[src/rtl/lotr.sv]
// UART-to-MMIO bridge: a host sends W/R/J/M commands over 8N1 serial to read and
// write a 16-word scratch RAM, the board LEDs, the seven-segment displays and a status word.
module lotr #(
    parameter int          CLKS_PER_BIT = 434,
    parameter logic [31:0] BASE         = 32'h03D02000
) (
    input  logic        QClk,
    input  logic        Button_0,
    input  logic        CLK_50,
    input  logic        Button_1,
    input  logic [9:0]  Switch,
    input  logic [15:0] Arduino_dg_io,
    input  logic        uart_master_tx,
    output logic        uart_master_rx,
    output logic        interrupt,
    output logic [7:0]  SEG7_0,
    output logic [7:0]  SEG7_1,
    output logic [7:0]  SEG7_2,
    output logic [7:0]  SEG7_3,
    output logic [7:0]  SEG7_4,
    output logic [7:0]  SEG7_5,
    output logic [3:0]  RED,
    output logic [3:0]  GREEN,
    output logic [3:0]  BLUE,
    output logic        v_sync,
    output logic        h_sync,
    output logic [9:0]  LED
);

    localparam logic [15:0] BIT_LAST  = 16'(CLKS_PER_BIT - 1);
    localparam logic [15:0] HALF_LAST = 16'(CLKS_PER_BIT / 2 - 1);

    localparam logic [7:0] OP_W = 8'h57;
    localparam logic [7:0] OP_R = 8'h52;
    localparam logic [7:0] OP_J = 8'h4A;
    localparam logic [7:0] OP_M = 8'h4D;

    typedef enum logic [1:0] {RX_IDLE, RX_START, RX_DATA, RX_STOP} rx_state_t;
    typedef enum logic [2:0] {S_IDLE, S_ADDR, S_SIZE, S_DATA, S_EXEC, S_RESP} cmd_state_t;

    logic        unused_ok;
    logic        rst;

    // ---------------- UART receiver ----------------
    rx_state_t   rx_state;
    logic        rx_s1, rx_s2, rx_prev;
    logic [15:0] rx_cnt;
    logic [2:0]  rx_bit;
    logic [7:0]  rx_shift;
    logic [7:0]  rx_byte;
    logic        rx_valid;

    // ---------------- UART transmitter ----------------
    logic        tx_busy;
    logic        tx_line;
    logic [15:0] tx_cnt;
    logic [3:0]  tx_left;
    logic [8:0]  tx_shift;
    logic        tx_ready;
    logic        tx_load;
    logic [7:0]  tx_byte;

    // ---------------- command engine and registers ----------------
    cmd_state_t  state;
    logic [7:0]  opcode;
    logic [23:0] field;
    logic [31:0] next_field;
    logic [1:0]  byte_cnt;
    logic [31:0] addr;
    logic [29:0] count;
    logic [31:0] resp_word;
    logic [31:0] scratch [16];
    logic [9:0]  led;
    logic [7:0]  seg [6];

    logic [31:0] off;
    logic        in_ram, is_led, is_seg_lo, is_seg_hi, is_status;
    logic [3:0]  ram_idx;
    logic [31:0] rd_word;

    assign rst       = Button_0;
    assign unused_ok = ^{CLK_50, off[1:0]};

    always_ff @(posedge QClk) begin
        if (rst) begin
            rx_state <= RX_IDLE;
            rx_s1    <= 1'b1;
            rx_s2    <= 1'b1;
            rx_prev  <= 1'b1;
            rx_cnt   <= '0;
            rx_bit   <= '0;
            rx_shift <= '0;
            rx_byte  <= '0;
            rx_valid <= 1'b0;
        end else begin
            rx_s1    <= uart_master_tx;
            rx_s2    <= rx_s1;
            rx_prev  <= rx_s2;
            rx_valid <= 1'b0;
            case (rx_state)
                RX_IDLE: begin
                    if (rx_prev && !rx_s2) begin
                        rx_state <= RX_START;
                        rx_cnt   <= '0;
                    end
                end
                RX_START: begin
                    // A glitch shorter than half a bit is not a start bit.
                    if (rx_cnt == HALF_LAST) begin
                        rx_cnt   <= '0;
                        rx_bit   <= '0;
                        rx_state <= rx_s2 ? RX_IDLE : RX_DATA;
                    end else begin
                        rx_cnt <= rx_cnt + 16'd1;
                    end
                end
                RX_DATA: begin
                    if (rx_cnt == BIT_LAST) begin
                        rx_cnt   <= '0;
                        rx_shift <= {rx_s2, rx_shift[7:1]};
                        rx_bit   <= rx_bit + 3'd1;
                        if (rx_bit == 3'd7) rx_state <= RX_STOP;
                    end else begin
                        rx_cnt <= rx_cnt + 16'd1;
                    end
                end
                RX_STOP: begin
                    if (rx_cnt == BIT_LAST) begin
                        rx_cnt   <= '0;
                        rx_state <= RX_IDLE;
                        if (rx_s2) begin
                            rx_valid <= 1'b1;
                            rx_byte  <= rx_shift;
                        end
                    end else begin
                        rx_cnt <= rx_cnt + 16'd1;
                    end
                end
                default: rx_state <= RX_IDLE;
            endcase
        end
    end

    // Ready on the last cycle of a stop bit as well, so queued bytes go out with no gap.
    assign tx_ready = !tx_busy || (tx_cnt == BIT_LAST && tx_left == 4'd0);
    assign tx_load  = (state == S_RESP);
    assign tx_byte  = resp_word[31:24];

    always_ff @(posedge QClk) begin
        if (rst) begin
            tx_busy  <= 1'b0;
            tx_line  <= 1'b1;
            tx_cnt   <= '0;
            tx_left  <= '0;
            tx_shift <= '0;
        end else if (tx_busy && tx_cnt != BIT_LAST) begin
            tx_cnt <= tx_cnt + 16'd1;
        end else if (tx_busy && tx_left != 4'd0) begin
            tx_line  <= tx_shift[0];
            tx_shift <= {1'b1, tx_shift[8:1]};
            tx_left  <= tx_left - 4'd1;
            tx_cnt   <= '0;
        end else if (tx_load) begin
            tx_busy  <= 1'b1;
            tx_line  <= 1'b0;
            tx_shift <= {1'b1, tx_byte};
            tx_left  <= 4'd9;
            tx_cnt   <= '0;
        end else begin
            tx_busy <= 1'b0;
            tx_line <= 1'b1;
        end
    end

    assign uart_master_rx = tx_line;

    // Word-aligned decode relative to BASE; bits [1:0] of the address never matter.
    assign off       = addr - BASE;
    assign in_ram    = (off[31:6] == 26'd0);
    assign ram_idx   = off[5:2];
    assign is_led    = (off[31:2] == 30'h10);
    assign is_seg_lo = (off[31:2] == 30'h11);
    assign is_seg_hi = (off[31:2] == 30'h12);
    assign is_status = (off[31:2] == 30'h13);

    always_comb begin
        rd_word = '0;
        if (in_ram)         rd_word = scratch[ram_idx];
        else if (is_led)    rd_word = {22'd0, led};
        else if (is_seg_lo) rd_word = {seg[3], seg[2], seg[1], seg[0]};
        else if (is_seg_hi) rd_word = {16'd0, seg[5], seg[4]};
        else if (is_status) rd_word = {Arduino_dg_io, 4'b0000, Button_1, Switch, 1'b0};
    end

    assign next_field = {field, rx_byte};

    always_ff @(posedge QClk) begin
        if (rst) begin
            state     <= S_IDLE;
            opcode    <= '0;
            field     <= '0;
            byte_cnt  <= '0;
            addr      <= '0;
            count     <= '0;
            resp_word <= '0;
            interrupt <= 1'b0;
            led       <= '0;
            for (int i = 0; i < 6; i++)  seg[i]     <= 8'hFF;
            for (int i = 0; i < 16; i++) scratch[i] <= '0;
        end else begin
            interrupt <= 1'b0;
            case (state)
                S_IDLE: begin
                    if (rx_valid && (rx_byte == OP_W || rx_byte == OP_R ||
                                     rx_byte == OP_J || rx_byte == OP_M)) begin
                        opcode   <= rx_byte;
                        byte_cnt <= '0;
                        count    <= 30'd1;
                        state    <= S_ADDR;
                    end
                end
                S_ADDR: begin
                    if (rx_valid) begin
                        field    <= next_field[23:0];
                        byte_cnt <= byte_cnt + 2'd1;
                        if (byte_cnt == 2'd3) begin
                            addr <= next_field;
                            if (opcode == OP_W)      state <= S_DATA;
                            else if (opcode == OP_R) state <= S_EXEC;
                            else                     state <= S_SIZE;
                        end
                    end
                end
                S_SIZE: begin
                    if (rx_valid) begin
                        field    <= next_field[23:0];
                        byte_cnt <= byte_cnt + 2'd1;
                        if (byte_cnt == 2'd3) begin
                            count <= next_field[31:2];
                            if (next_field[31:2] == 30'd0) state <= S_IDLE;
                            else if (opcode == OP_J)      state <= S_DATA;
                            else                          state <= S_EXEC;
                        end
                    end
                end
                S_DATA: begin
                    if (rx_valid) begin
                        field    <= next_field[23:0];
                        byte_cnt <= byte_cnt + 2'd1;
                        if (byte_cnt == 2'd3) begin
                            interrupt <= 1'b1;
                            if (in_ram) begin
                                scratch[ram_idx] <= next_field;
                            end else if (is_led) begin
                                led <= next_field[9:0];
                            end else if (is_seg_lo) begin
                                seg[0] <= next_field[7:0];
                                seg[1] <= next_field[15:8];
                                seg[2] <= next_field[23:16];
                                seg[3] <= next_field[31:24];
                            end else if (is_seg_hi) begin
                                seg[4] <= next_field[7:0];
                                seg[5] <= next_field[15:8];
                            end
                            if (count == 30'd1) begin
                                state <= S_IDLE;
                            end else begin
                                count <= count - 30'd1;
                                addr  <= addr + 32'd4;
                            end
                        end
                    end
                end
                S_EXEC: begin
                    resp_word <= rd_word;
                    byte_cnt  <= '0;
                    state     <= S_RESP;
                end
                S_RESP: begin
                    // Incoming bytes are ignored here because only the states above consume rx_valid.
                    if (tx_ready) begin
                        resp_word <= {resp_word[23:0], 8'h00};
                        byte_cnt  <= byte_cnt + 2'd1;
                        if (byte_cnt == 2'd3) begin
                            addr <= addr + 32'd4;
                            if (count == 30'd1) begin
                                state <= S_IDLE;
                            end else begin
                                count <= count - 30'd1;
                                state <= S_EXEC;
                            end
                        end
                    end
                end
                default: state <= S_IDLE;
            endcase
        end
    end

    assign LED    = led;
    assign SEG7_0 = seg[0];
    assign SEG7_1 = seg[1];
    assign SEG7_2 = seg[2];
    assign SEG7_3 = seg[3];
    assign SEG7_4 = seg[4];
    assign SEG7_5 = seg[5];

    assign RED    = 4'd0;
    assign GREEN  = 4'd0;
    assign BLUE   = 4'd0;
    assign v_sync = 1'b1;
    assign h_sync = 1'b1;

endmodule

[config.mk]
export PLATFORM = sky130hd
export DESIGN_NAME = lotr
export DESIGN_NICKNAME = d
export VERILOG_FILES = /design/src/rtl/lotr.sv
export SDC_FILE = /design/constraint.sdc
export NUM_CORES = 1
export LEC_CHECK = 0
export BUFFER_PORTS_ARGS = -buffer_cell sky130_fd_sc_hd__buf_2
export CORE_MARGIN = 1.5
export CORE_UTILIZATION = 46
export CTS_CLUSTER_SIZE = 28
export DETAILED_ROUTE_END_ITERATION = 6
export GPL_ROUTABILITY_DRIVEN = 0
export SYNTH_ARGS = -nofsm -noshare
export SYNTH_HDL_FRONTEND = slang
export SYNTH_SLANG_ARGS = --single-unit
[constraint.sdc]
create_clock -name QClk -period 4.1 [get_ports QClk]
set_input_delay 0.615 -clock QClk [delete_from_list [all_inputs] [get_ports QClk]]
set_output_delay 0.615 -clock QClk [all_outputs]
set_load 0.02 [all_outputs]
Word level (Yosys, flattened, before mapping). Memories as Yosys holds them, arrays and structs flattened. Index checks and enable logic that the tools add are counted.

Register bits: 214. Memories: 2. Output and inout bits: 74. Logic and storage cells: 235. RAM bits: 560.

Memories: scratch (depth 16, width 32, rd ports 1, clocked after Yosys merged registers in 0, write ports 16, RTL line 72) `logic [31:0] scratch [16];`; seg (depth 6, width 8, rd ports 6, clocked after Yosys merged registers in 0, write ports 6, RTL line 74) `logic [7:0] seg [6];`.

Bitwise logic cells: 13. Muxes and demuxes: 103. Eq/ne operators: 43. Reductions and logical operators: 43. Add/subtract/negate cells: 8.

Operator list (count): 2-to-1 mux 32 bit (14); 2-to-1 mux 30 bit (7); == test 30 x 5 -> 1 bit, second input constant (4); case mux 30 bit (4 select lines) (1); 2-to-1 mux 16 bit (6); case mux 32 bit (3 select lines) (1); case mux 32 bit (2 select lines) (1); == test 8 x 7 -> 1 bit, second input constant (7); 2-to-1 mux 3 bit (17); 2-to-1 mux 8 bit (6); case mux 16 bit (3 select lines) (1); adder 16 x 1 -> 16 bit, second input constant (2); adder 32 x 3 -> 32 bit, second input constant (1); == test 16 x 9 -> 1 bit, second input constant (2); OR reduction 32 bit (1); subtractor 32 x 26 -> 32 bit, second input constant (1); 2-to-1 mux 1 bit (31); == test 30 x 1 -> 1 bit, second input constant (1); zero test 30 bit (1); inequality test 2 bit, second input constant (15); subtractor 30 x 1 -> 30 bit, second input constant (1); zero test 26 bit (1); 2-to-1 mux 2 bit (9); 2-to-1 mux 9 bit (2); other kinds (35) (77).

Logic depth before layout (Yosys ltp).
Depth after elaboration: 12. Mapped depth: 13. Mapped depth without buffers: 9.

Worst setup path before layout. OpenSTA, ideal clock, no wires.

Path type: flip-flop to flip-flop. From: reg addr[2]. To: mem seg[0][0], enable pin. Stages on the path, launching flop included: 10. Data arrival time: 3.346 ns. Required time: 3.723 ns. Path slack: 0.378 ns. Cell sequence: dfxtp_1 > clkbuf_1 > clkbuf_1 > buf_1 > inv_1 > ha_1 > or3_1 > nor4_4 > buf_6 > a31o_2.

RTL lines: start: declaration (RTL line 69) `logic [31:0] addr;`; start signal: assignment (RTL line 227) `addr <= next_field;`; start signal: assignment (RTL line 269) `addr <= addr + 32'd4;`; start signal: assignment (RTL line 285) `addr <= addr + 32'd4;`; end: declaration (RTL line 74).

==> metrics.txt <==
outcome=complete, no violations; fin nets=between 3k and 4k; Final Hold Violating Endpoints=0; DRT met1 WL=44.0 mm; Die Y=287 um; Crit Path Class=register to register; commonest non-fill, non-tap cell in the layout=edfxtp_1; r2r endpoint=seg[5][6]; Worst setup EP type=register; # rows=103; Syn. warnings=0; met3 WL=between 8 and 9 mm; hold path startpoint=uart_master_tx; Peak VDD IR=0.315 mV; proportion of layout cells with a drive suffix above 1=17.3%; Hold Path Stages=2; Final Skew=about 31 ps; Slew Viols, Final=0; die width=between 200 and 300 um; startpoint types=register; Clk Latency, worst-skew pair=between 600 and 700 ps; core area=79300 um2; CTS root buffer=clkbuf_16; f_max=between 0.2 and 0.3 GHz; routed wl met2=50.6 mm; HPWL Detailed=66.5 mm; commonest non-fill, non-tap cells in the layout=560 x edfxtp_1, 519 x and2_1, 225 x nand2_1; max cap viols=0; Die ar.=between 80000 and 90000 um2; post-synthesis sequential area ratio=56.9%; grt ovf=0; Required @ worst endpoint=4380 ps; number of port buffers=between 80 and 90; async set-or-reset flop fraction in the synthesized netlist=0%; Post-synth EDFFs=560; Starting Density=a little under half; CP arrival=a little over 4000 ps; top_reg_cell synth=edfxtp_1; clock slew at reported path FFs=60 ps; Yosys reg bits=between 700 and 800; initial antenna violation count=3; CTS-repair resized insts=0; Final TNS setup=0 ps; DRT iter0 DRCs=2349; routed wire length=106 mm; Post-route DRC=0; Post-CTS Repair Setup Buffers=0; Max Used Layer=met5; CTS H-tree lvls=3; clk buf depth=3; max_slew headroom=between 10% and 20%; hold crit path type=input port to register; Pleak=~14 nW; Vias=about 26k; first-pass GRT wire length=between 150 and 200 mm; slack of the worst reg-to-reg path=roughly 300 ps; # IOs=roughly 110; worst slew pin tran=approximately 1200 ps; Num CTS Buffers=85; RSZ-0062 raised after global routing=no; FF-to-FF Start=addr[13]; Avg WL per Cell=24.8 um; CTS tree=yes; Pre-antenna DRT Iters=6; vias in the first global route=around 25k; clk sink count=772; Mapped Avg Cell Area=between 10 and 15 um2; crit-path max FO=22; Mapped Area=37000 um2; min Tclk post-route=3810 ps; PwrDens=about 420 nW/um2; gr usage total=25.6%; Synth cell types=87; Hold Path End=rx_s1; largest net degree at the start of global routing=between 150 and 200; Vias/cell=around 6.0; crit share post-route=between 90% and 100%; synth-to-layout area growth=11.5%; total power=17.2 mW; reg2reg path depth=9; antenna-violating nets left=0; post-synthesis cell count=around 3.1k; cts hold-fix bufs=0; Final Setup Violations=0
-- cell type report --
cell class | count | area (um2)
inverters | 41 | 154
multi-input cells | 2042 | 14600
clock inverters | 36 | 245
diodes | 1 | 2.50
repair buffers | 211 | 1430
fillers | 6800 | 38000
well taps | 1050 | 1310
clock buffers | 120 | 2460
flip-flops and latches | 772 | 21100
-- how the worst max path moves through the flow --
stage,start,cells after the start,end
finish,addr[13],9,seg[5][6]
global route,addr[13],9,seg[5][6]
CTS,addr[13],9,seg[5][6]
detailed placement,addr[13],9,seg[5][2]
global placement,addr[13],9,seg[4][7]
floorplan,addr[2],9,seg[0][0]
-- critical path, stage by stage (launching register included) --
cell and delay [ps]:
dfxtp_1 520, inv_1 80, ha_1 300, and4bb_2 240
and4_1 290, o41ai_1 170, or4_4 600, nor4_4 250
buf_4 390, a31o_2 570
-- kinds of logic after synthesis --
kind of cell    synth area share (%)
buf+inv                         3.97
xor+xnor                       0.308
flops                           56.9
simple gates                    18.8
fa+ha+maj                      0.575
compound gates                  10.5
other cells                   0.0203
mux                             8.92
-- power by group --
| group | switching [mW] | total [mW] | internal [mW] |
|---|---|---|---|
| Clock | 3.14 | 7.44 | 4.30 |
| Combinational | 0.789 | 1.14 | 0.351 |
| Sequential | 0.113 | 8.67 | 8.55 |
| Total | 4.04 | 17.2 | 13.2 |
-- routing by layer --
layer | global-route usage [%] | up-vias
li1 | - | 11500
met1 | 35.2 | 13000
met2 | 41.8 | 1055
met3 | 4.13 | 179
met4 | 7.91 | 2
met5 | 0 | -
-- sequential cells by signal, summed over array words and instances (netlist names), 9 cells and up, named ones only --
register / flops
LED: 10
addr: 30
seg: 48
tx_shift: 9
tx_cnt: 16
count: 30
scratch: 512
field: 24
resp_word: 32
rx_cnt: 16
-- cell usage after synthesis (all sizes together), types with 10 or more instances --
cell	instances	area (um2)
or2	72	450
nor2	153	574
ha	17	213
a22oi	70	526
buf	84	480
o31ai	14	105
o211ai	12	90.1
mux4	127	2860
a211oi	61	528
nand2	226	848
edfxtp	560	16800
a22o	23	201
and3	32	200
nand4	20	125
nand3	41	235
and2	520	3250
a31oi	36	225
a311oi	18	158
clkbuf	222	835
nor4	27	205
nand2b	16	100
inv	41	154
a21oi	162	811
o21ai	102	510
or3	33	206
nor3	53	275
mux2i	36	360
nor2b	17	106
or4	10	82.6
a32o	10	100
dfxtp	212	4240
-- metrics by stage --
| step | setup WS (ps) | area [um2] | instances | util [%] | hold WS (ps) |
|---|---|---|---|---|---|
| floorplan | 378 | 37000 | 3161 | - | 389 |
| global route | 177 | 41300 | 4272 | 52.0 | 157 |
| global placement | 441 | 38500 | 4116 | 48.6 | 402 |
| CTS | 314 | 41200 | 4272 | 52.0 | 125 |
| detailed placement | 332 | 38500 | 4116 | 48.6 | 400 |
| finish | 294 | 41300 | 4273 | 52.1 | 152 |
No activity file was read; power rests on OpenSTA's default activity.
